`config.mk`:
```
export PLATFORM = sky130hd
export DESIGN_NAME = instr_fetch
export DESIGN_NICKNAME = d
export VERILOG_FILES = /design/src/rtl/instr_fetch_pkg.sv /design/src/rtl/instr_fetch_fifo.sv /design/src/rtl/instr_fetch.sv
export SDC_FILE = /design/constraint.sdc
export NUM_CORES = 1
export LEC_CHECK = 0
export CAP_MARGIN = 20
export CORE_MARGIN = 2
export CORE_UTILIZATION = 51
export CTS_CLUSTER_DIAMETER = 120
export CTS_CLUSTER_SIZE = 25
export DETAILED_ROUTE_END_ITERATION = 8
export PLACE_DENSITY = 0.86
export SYNTH_ARGS = -nofsm -noshare
export SYNTH_HDL_FRONTEND = slang
export SYNTH_SLANG_ARGS = --single-unit
```
`constraint.sdc`:
```
create_clock -name clk -period 3.05 [get_ports clk]
set_input_delay 0.61 -clock clk [delete_from_list [all_inputs] [get_ports clk]]
set_output_delay 0.61 -clock clk [all_outputs]
set_load 0.1 [all_outputs]
```
`src/rtl/instr_fetch_pkg.sv`:
```
// ----------------------------------------------------------------------------
// instr_fetch_pkg
// Shared definitions for the instruction fetch unit:
//   - default address/data widths and buffer depth
//   - position of the opcode field inside an instruction word
//   - the HALT opcode that ends a program early
//   - the fetch controller state enumeration
// ----------------------------------------------------------------------------
package instr_fetch_pkg;

  localparam int ADDR_W_DEF = 4;
  localparam int DATA_W_DEF = 16;
  localparam int DEPTH_DEF  = 2;

  // Opcode field sits in bits [12:9] of every instruction word.
  localparam int OP_MSB = 12;
  localparam int OP_LSB = 9;

  localparam logic [3:0] HALT_OP = 4'b1111;

  typedef enum logic [1:0] {
    IDLE  = 2'd0,
    FETCH = 2'd1,
    DRAIN = 2'd2,
    DONE  = 2'd3
  } state_t;

  function automatic logic is_halt(input logic [3:0] opcode);
    return opcode == HALT_OP;
  endfunction

endpackage

```
`src/rtl/instr_fetch_fifo.sv`:
```
// ----------------------------------------------------------------------------
// fetch_fifo
// Small circular FIFO holding fetched instructions tagged with their address.
// Ports:
//   clk, reset    - clock, asynchronous active-low reset (empties the FIFO)
//   push, wdata   - write request and entry; accepted when not full, or when
//                   a pop happens in the same cycle
//   pop           - remove head entry (ignored when empty)
//   rdata         - head entry (meaningful only when not empty)
//   full, empty   - occupancy flags
//   count         - number of stored entries
// ----------------------------------------------------------------------------
module fetch_fifo #(
  parameter int DEPTH = 2,
  parameter int WIDTH = 20
) (
  input  logic                       clk,
  input  logic                       reset,
  input  logic                       push,
  input  logic [WIDTH-1:0]           wdata,
  input  logic                       pop,
  output logic [WIDTH-1:0]           rdata,
  output logic                       full,
  output logic                       empty,
  output logic [$clog2(DEPTH+1)-1:0] count
);

  localparam int CNT_W = $clog2(DEPTH + 1);
  localparam int PTR_W = (DEPTH > 1) ? $clog2(DEPTH) : 1;

  logic [WIDTH-1:0] slots [DEPTH];
  logic [PTR_W-1:0] head;
  logic [PTR_W-1:0] tail;
  logic             do_push;
  logic             do_pop;

  // Pointers wrap at DEPTH so non-power-of-two depths work too.
  function automatic logic [PTR_W-1:0] bump(input logic [PTR_W-1:0] p);
    return (p == PTR_W'(DEPTH - 1)) ? '0 : p + PTR_W'(1);
  endfunction

  // A push into a full FIFO is fine when the head leaves in the same cycle.
  assign do_pop  = pop && !empty;
  assign do_push = push && (!full || do_pop);

  assign full  = (count == CNT_W'(DEPTH));
  assign empty = (count == '0);
  assign rdata = slots[head];

  // Storage needs no reset: the head is never looked at while empty.
  always_ff @(posedge clk) begin
    if (do_push) begin
      slots[tail] <= wdata;
    end
  end

  always_ff @(posedge clk or negedge reset) begin
    if (!reset) begin
      head  <= '0;
      tail  <= '0;
      count <= '0;
    end else begin
      if (do_push) begin
        tail <= bump(tail);
      end
      if (do_pop) begin
        head <= bump(head);
      end
      case ({do_push, do_pop})
        2'b10:   count <= count + CNT_W'(1);
        2'b01:   count <= count - CNT_W'(1);
        default: count <= count;
      endcase
    end
  end

endmodule

```
`src/rtl/instr_fetch.sv`:
```
// ----------------------------------------------------------------------------
// instr_fetch
// Fetches a program of prog_len words (0 means a full 2^ADDR_W) starting at
// start_addr from a synchronous RAM (one-cycle read latency), buffers the
// words in a small FIFO and hands them to a downstream controller with a
// valid/ready handshake. A word whose opcode is HALT ends the program early.
// Ports:
//   clk, reset              - clock, asynchronous active-low reset
//   start, start_addr,
//   prog_len                - program request, honoured only when idle
//   mem_addr, mem_rd_en     - RAM read request
//   mem_rdata               - RAM data, valid the cycle after mem_rd_en
//   ins, ins_pc, ins_valid,
//   ins_ready               - instruction stream to the controller
//   busy                    - unit is not idle
//   done                    - one-cycle pulse after the program is delivered
// ----------------------------------------------------------------------------
module instr_fetch
  import instr_fetch_pkg::*;
#(
  parameter int ADDR_W = ADDR_W_DEF,
  parameter int DATA_W = DATA_W_DEF,
  parameter int DEPTH  = DEPTH_DEF
) (
  input  logic              clk,
  input  logic              reset,
  input  logic              start,
  input  logic [ADDR_W-1:0] start_addr,
  input  logic [ADDR_W-1:0] prog_len,
  output logic [ADDR_W-1:0] mem_addr,
  output logic              mem_rd_en,
  input  logic [DATA_W-1:0] mem_rdata,
  output logic [DATA_W-1:0] ins,
  output logic [ADDR_W-1:0] ins_pc,
  output logic              ins_valid,
  input  logic              ins_ready,
  output logic              busy,
  output logic              done
);

  localparam int ENTRY_W = DATA_W + ADDR_W;
  localparam int CNT_W   = $clog2(DEPTH + 1);

  state_t state;
  state_t state_next;

  logic [ADDR_W-1:0]  pc;
  logic [ADDR_W:0]    remaining;
  logic               inflight;
  logic [ADDR_W-1:0]  inflight_pc;

  logic               push;
  logic               pop;
  logic [ENTRY_W-1:0] wdata;
  logic [ENTRY_W-1:0] rdata;
  logic               full;
  logic               empty;
  logic [CNT_W-1:0]   count;

  logic               halt_hit;
  logic               room;
  logic               issue;
  logic [CNT_W:0]     occupancy;
  logic [CNT_W:0]     limit;

  fetch_fifo #(
    .DEPTH (DEPTH),
    .WIDTH (ENTRY_W)
  ) u_fifo (
    .clk   (clk),
    .reset (reset),
    .push  (push),
    .wdata (wdata),
    .pop   (pop),
    .rdata (rdata),
    .full  (full),
    .empty (empty),
    .count (count)
  );

  // Every returning word goes into the buffer tagged with its address.
  assign push  = inflight;
  assign wdata = {mem_rdata, inflight_pc};
  assign pop   = !empty && ins_ready;

  assign halt_hit = inflight && is_halt(mem_rdata[OP_MSB:OP_LSB]);

  // Slots already buffered or promised to a read in flight must leave room
  // for a new read. A head leaving this cycle frees a slot, which is what
  // lets the unit sustain one instruction per cycle with a two-entry buffer.
  assign occupancy = {1'b0, count} + (CNT_W + 1)'(inflight);
  assign limit     = (CNT_W + 1)'(DEPTH) + (CNT_W + 1)'(pop);
  assign room      = full ? (pop && !inflight) : (occupancy < limit);

  // No read is issued in the cycle a HALT arrives, so nothing past the HALT
  // is ever requested or buffered.
  assign issue = (state == FETCH) && (remaining != '0) && room && !halt_hit;

  assign mem_rd_en = issue;
  assign mem_addr  = pc;

  // Outputs are forced to zero when the buffer is empty so stale entries
  // never show up on the instruction bus.
  assign ins_valid = !empty;
  assign ins       = empty ? '0 : rdata[ENTRY_W-1:ADDR_W];
  assign ins_pc    = empty ? '0 : rdata[ADDR_W-1:0];

  assign busy = (state != IDLE);
  assign done = (state == DONE);

  // State register.
  always_ff @(posedge clk or negedge reset) begin
    if (!reset) begin
      state <= IDLE;
    end else begin
      state <= state_next;
    end
  end

  // Next-state logic. DRAIN looks one cycle ahead so that done follows the
  // final transfer directly.
  always_comb begin
    state_next = state;
    case (state)
      IDLE: begin
        if (start) begin
          state_next = FETCH;
        end
      end
      FETCH: begin
        if (halt_hit || remaining == '0) begin
          state_next = DRAIN;
        end
      end
      DRAIN: begin
        if (!inflight && (empty || (count == CNT_W'(1) && pop))) begin
          state_next = DONE;
        end
      end
      DONE: begin
        state_next = IDLE;
      end
      default: begin
        state_next = IDLE;
      end
    endcase
  end

  // Program counter, words left to request and the read-in-flight tracker.
  // The inflight flag is cleared by reset, so data returning from a read
  // issued before reset is never buffered.
  always_ff @(posedge clk or negedge reset) begin
    if (!reset) begin
      pc          <= '0;
      remaining   <= '0;
      inflight    <= 1'b0;
      inflight_pc <= '0;
    end else begin
      inflight <= issue;
      if (state == IDLE && start) begin
        pc        <= start_addr;
        remaining <= (prog_len == '0) ? {1'b1, {ADDR_W{1'b0}}} : {1'b0, prog_len};
      end else if (issue) begin
        pc          <= pc + ADDR_W'(1);
        remaining   <= remaining - (ADDR_W + 1)'(1);
        inflight_pc <= pc;
      end
    end
  end

endmodule

```
# == Yosys cells after proc, flatten, opt, wreduce, memory -nomap -nowiden ==
# Memory sizes are Yosys's and may differ from the RTL's.
# Cells that the tools add are included.
# classes
eq_ne,11
n_bitwise,1
add_sub_neg,8
order_cmp,1
n_reduce_logical,28
n_mux,17
# op_table
op,count
2-to-1 mux 16 bit,1
2-to-1 mux 5 bit,3
2-to-1 mux 4 bit,3
logical AND 1 bit,11
equality test 2 bit (second input constant),4
one-hot mux 2 bit (4 select lines),1
equality test 2 x 1 -> 1 bit (second input constant),3
2-to-1 mux 2 bit,3
nonzero test 2 bit,3
logical NOT 5 bit,1
2-to-1 mux 1 bit,5
nonzero test 5 bit,1
subtractor 5 x 1 -> 5 bit (second input constant),1
adder 4 x 1 -> 4 bit (second input constant),1
equality test 4 bit (second input constant),1
logical NOT 1 bit,4
logical NOT 2 bit,2
logical NOT 4 bit,1
!= test 2 bit (second input constant),2
one-hot mux 2 bit (2 select lines),1
adder 2 x 1 -> 3 bit,1
adder 2 x 1 -> 3 bit (first input constant),1
logical OR 1 bit,3
< comparator 3 bit,1
7 further kinds,8
# totals
inputBits,28
n_memories,1
out_inout_bits,28
elab_cells,75
mem_bits_rw,40
regBits,20
# mem_list
memory,words,width,rd,rd_clocked_by_memory_dff,write_ports,line_no,rtl
u_fifo.slots,2,20,1,0,1,instr_fetch_fifo.sv:31,logic [WIDTH-1:0] slots [DEPTH];

# == Logic depth before layout (Yosys ltp) ==
# depth
word_depth,10
ltp_mapped,8
depth_no_buf,8

# == By module ==
# Synthesis repeated with hierarchy kept, for this count alone.
# unflattened
cells_unflattened,206
hier_area_um2,2778.9
# modules_own_cells
mod,area_each_um2,seq_area_each_um2,n_inst,cells_per_inst
fetch_fifo,1659.1,1301.2,1,86
instr_fetch,1119.8,400.4,1,120

# == Worst setup path before layout ==
# No wires, ideal clock.
# synth_path
path_kind,reg-to-output
from,reg u_fifo.head
to,out ins[0]
stages_incl_launch_ff,5
required_ps,2440
arrival_time_ps,2306
path_slack_ps,134
path_buffers,2
cell_sequence,dfrtp_1 > clkbuf_1 > buf_1 > mux2i_1 > nor2_1
# synth_between
elab_chain_cells,2
# synth_rtl
item,line_no,rtl
start: declaration,instr_fetch_fifo.sv:32,logic [PTR_W-1:0] head;
start signal: assignment,instr_fetch_fifo.sv:67,head <= bump(head);
memory (2 x 20 bit),n/a,
2-to-1 mux 16 bit,instr_fetch.sv:105,assign ins = empty ? '0 : rdata[ENTRY_W-1:ADDR_W];
end: declaration,instr_fetch.sv:33,"output logic [DATA_W-1:0] ins,"
# No other way between the ends.

# == Worst setup path in the final report ==
# layout_path
from,in ins_ready
to,out mem_rd_en
# layout_between
elab_chain_cells,6
elab_cells_between_ends,7
classes_between,add/sub (1); order compare (1); mux (1); reduce/logical (4)
# layout_rtl
item,line_no,rtl
start: declaration,instr_fetch.sv:36,"input logic ins_ready,"
logical AND 1 bit (*),instr_fetch.sv:84,assign pop = !empty && ins_ready;
adder 2 x 1 -> 3 bit,instr_fetch.sv:92,assign limit = (CNT_W + 1)'(DEPTH) + (CNT_W + 1)'(pop);
< comparator 3 bit,instr_fetch.sv:93,assign room = full ? (pop && !inflight) : (occupancy < limit);
2-to-1 mux 1 bit (*),instr_fetch.sv:93,
logical AND 1 bit (*) (2 in series),instr_fetch.sv:97,assign issue = (state == FETCH) && (remaining != '0) && room && !halt_hit;
end: declaration,instr_fetch.sv:31,"output logic mem_rd_en,"
# Mark *: on every way between the ends. The rest lies on a longest branch, timed or not.

==> results summary <==
The flow ran to the end, and the final reports show no timing, DRC or antenna violations. Derived from the worst setup path, the maximum achievable clock frequency is 0.3625 GHz. On the final layout, the worst clock skew is 0.009723 ns. The tree is rooted in a sky130_fd_sc_hd__clkbuf_8. The total placed cells including tap cells is 328. The share of the cycle needed by the critical path after routing came out at 90.45%. The die area came out at 0.005851 mm^2. Each instance of the synthesized netlist takes up on average 13.27 um^2. The HPWL reported at the end of detailed placement is 3.636 mm. The weighted congestion reported at the end of routability-driven placement came out at 0.8126.

Pin placement for this block handled 56 I/O pins. The transition time at the pin with the least slew margin is 0.8608 ns. The maximum clock insertion buffer count is 2. Clock tree synthesis inserted a total of 9 buffers.

The routed length per instance is 14.69 um. After clock tree synthesis, the setup repair step added 0 buffers. The share of layout cells above drive strength 1 came out at 20.80%. Data on the critical path is required at its endpoint by 2.44 ns.

STA classifies the critical path startpoint as a primary input. TritonCTS built the clock tree. The initial DRC count came out at 95. The count of cells resized by post-cts repair is 0. The count of final hold-check violations was 0.

The finished layout holds 344 standard cells, fillers aside. The overall die height is 76.49 um. The clock insertion delay at the later pin of the skew report is 0.33 ns. The count of antenna diodes in the layout is 0. The total routing usage reported by global routing came out at 18.84%. The total setup violations reported at the end of the flow came out at 0.

The core region is 0.005075 mm^2. The final-layout setup total negative slack is 0 ns. Setup repair after global routing left no endpoint under its margin. The via count came out at 1771. The post-route minimum period came out at 2.759 ns.

The number of global-route vias before repair is 1839. The area of the mapped netlist came out at 0.002680 mm^2. The synthesized netlist cell count is 202. The number of nets with antenna violations after routing is 0.

The net count after synthesis is 243. The count of buffers from port buffering came out at 55. From left edge to right edge, the die measures 76.49 um. The clock drives 60 sinks. The final-report max-slew violation count came out at 0. The final-stage net count came out at 310. The number of violations of the max-capacitance limit came out at 0. The number of levels in the clock H-tree came out at 3. STA classifies the critical path endpoint as a primary output. The number of library cell types mapped by synthesis is 32. The maximum net fanout on the critical path is 5. The first detailed-routing pass ran for 4 iterations. The path class of the tightest hold or removal check is flip-flop to flip-flop. In the routed design, unresolved DRC markers number 0. The number of warnings issued by yosys is 0. The total congestion overflow is 0. The layout-stage area growth over the synthesis result came out at 38.56%. The largest net degree at the start of global routing is 23. The clock slew seen by the registers of the worst setup and hold paths came out at 0.06 ns. The total of flip-flops plus latches after synthesis is 60. The initial antenna violation count is 0. The floorplan row count is 26. The starting density of the core is 52.81%. The global-route wire length before repair came out at 8.604 mm. The arrival time of the worst setup path came out at 2.15 ns. Summing the sequential cell areas from Yosys gives 63.49% of the chip area. The average vias per placed instance came out at 5.148.

The worst setup path is of the primary input to primary output kind. The number of hold buffers added after cts is 0. The relative slew slack is 42.43%. The overall routed net length came out at 5.054 mm.
-- flip-flops by register name, summed over array words and instances (netlist names) --
signal	flops
u_fifo.tail	1
u_fifo.slots	40
remaining	5
u_fifo.count	2
inflight_pc	4
inflight	1
u_fifo.head	1
mem_addr	4
state	2
-- cell families (layout without fill, tap and decap cells) --
logic type,Yosys count,count (layout),share of synthesized area [%]
compound gates,24,24,6.069
xor+xnor,6,6,1.961
fa+ha+maj,13,13,6.069
buf+inv,20,92,3.081
flops,60,60,63.49
mux,26,26,9.944
simple gates,53,53,9.384
-- worst max-delay path: stages --
cell and delay, ns:
sky130_fd_sc_hd__clkdlybuf4s50_1 0.54, sky130_fd_sc_hd__nand2b_4 0.09, sky130_fd_sc_hd__or4_4 0.45, sky130_fd_sc_hd__a21oi_4 0.24, sky130_fd_sc_hd__buf_12 0.21
-- synth_stat cells --
| cell | number | area (um^2) |
|---|---|---|
| sky130_fd_sc_hd__a21oi_1 | 3 | 15.01 |
| sky130_fd_sc_hd__nand3_1 | 6 | 30.03 |
| sky130_fd_sc_hd__and2_4 | 1 | 8.760 |
| sky130_fd_sc_hd__or4b_1 | 1 | 10.01 |
| sky130_fd_sc_hd__buf_6 | 1 | 11.26 |
| sky130_fd_sc_hd__dfrtp_1 | 20 | 500.5 |
| sky130_fd_sc_hd__inv_1 | 13 | 48.80 |
| sky130_fd_sc_hd__edfxtp_1 | 40 | 1201 |
| sky130_fd_sc_hd__or4_4 | 1 | 11.26 |
| sky130_fd_sc_hd__mux2_2 | 5 | 56.30 |
| sky130_fd_sc_hd__nand2b_1 | 1 | 6.260 |
| sky130_fd_sc_hd__and3_1 | 2 | 12.51 |
| sky130_fd_sc_hd__clkbuf_1 | 4 | 15.01 |
| sky130_fd_sc_hd__a21o_1 | 5 | 37.54 |
| sky130_fd_sc_hd__o32a_1 | 1 | 10.01 |
| sky130_fd_sc_hd__o21ai_0 | 4 | 20.02 |
| sky130_fd_sc_hd__nor3_1 | 2 | 10.01 |
| sky130_fd_sc_hd__ha_1 | 13 | 162.7 |
| sky130_fd_sc_hd__nand2_1 | 9 | 33.78 |
| sky130_fd_sc_hd__xnor2_1 | 6 | 52.55 |
| sky130_fd_sc_hd__a31oi_1 | 4 | 25.02 |
| sky130_fd_sc_hd__o211ai_1 | 2 | 15.01 |
| sky130_fd_sc_hd__mux2i_1 | 21 | 210.2 |
| sky130_fd_sc_hd__and2_0 | 1 | 6.260 |
| sky130_fd_sc_hd__nor2_1 | 27 | 101.4 |
| sky130_fd_sc_hd__buf_1 | 2 | 7.510 |
| sky130_fd_sc_hd__a21oi_4 | 1 | 16.27 |
| sky130_fd_sc_hd__or4_1 | 1 | 7.510 |
| sky130_fd_sc_hd__nand2b_4 | 1 | 13.76 |
| sky130_fd_sc_hd__o22ai_1 | 1 | 6.260 |
| sky130_fd_sc_hd__a211oi_1 | 1 | 7.510 |
| sky130_fd_sc_hd__o21ai_1 | 2 | 10.01 |
-- path summary, 6_finish.rpt --
kind                                 from                 end  slack, ns  cells after the start
max in group asynchronous           reset         u_fifo.head       1.74                      1
min in group asynchronous           reset     u_fifo.count[0]       0.77                      1
hold reg to reg            inflight_pc[1]  u_fifo.slots[1][1]       0.46                      0
setup / recovery                ins_ready           mem_rd_en       0.29                      5
hold / removal             inflight_pc[1]  u_fifo.slots[1][1]       0.46                      0
setup reg to reg                 inflight      inflight_pc[3]       0.75                      6
-- placed cells by master (no fill, tap or decap), types with 5 or more instances in the layout --
| master | n |
|---|---|
| sky130_fd_sc_hd__edfxtp_1 | 40 |
| sky130_fd_sc_hd__clkdlybuf4s50_1 | 27 |
| sky130_fd_sc_hd__nor2_1 | 26 |
| sky130_fd_sc_hd__buf_12 | 22 |
| sky130_fd_sc_hd__mux2i_1 | 21 |
| sky130_fd_sc_hd__dfrtp_1 | 20 |
| sky130_fd_sc_hd__buf_4 | 14 |
| sky130_fd_sc_hd__inv_1 | 13 |
| sky130_fd_sc_hd__ha_1 | 13 |
| sky130_fd_sc_hd__clkbuf_8 | 10 |
| sky130_fd_sc_hd__nand2_1 | 9 |
| sky130_fd_sc_hd__nand3_1 | 6 |
| sky130_fd_sc_hd__xnor2_1 | 6 |
| sky130_fd_sc_hd__mux2_2 | 5 |
| sky130_fd_sc_hd__a21o_1 | 5 |
-- cell type report --
type | count | area, um^2
sequential | 60 | 1702
fill | 343 | 1361
multi-input combinational | 122 | 898.4
timing repair buffer | 63 | 815.8
clock buffer | 12 | 145.1
tap | 70 | 87.58
inverter | 13 | 48.80
clock inverter | 4 | 16.27
-- per-stage QoR --
stage | setup slack (ns) | utilization [%] | hold WS, ns | area, um^2
final | 0.2912 | 73.18 | 0.4615 | 3714
after detailed placement | 0.3025 | 70.00 | 0.4560 | 3552
after floorplan | 0.1336 | - | 0.3144 | 2680
after global routing | 0.2093 | 73.18 | 0.4911 | 3714
after CTS | 0.2869 | 73.18 | 0.4649 | 3714
after global placement | 0.3150 | 70.00 | 0.4480 | 3552
-- layer usage --
metal | vias up | share of wire (%) | global-route usage, %
li1 | 854 | - | -
met1 | 855 | 41 | 22.75
met2 | 52 | 54 | 32.21
met3 | 10 | 3.8 | 4.147
met4 | 0 | 1.8 | 8.727
met5 | - | 0 | 0
Power is left out: the tool's default activity adds up to more than one toggle a clock period on the data nets, which glitch-free logic cannot reach.
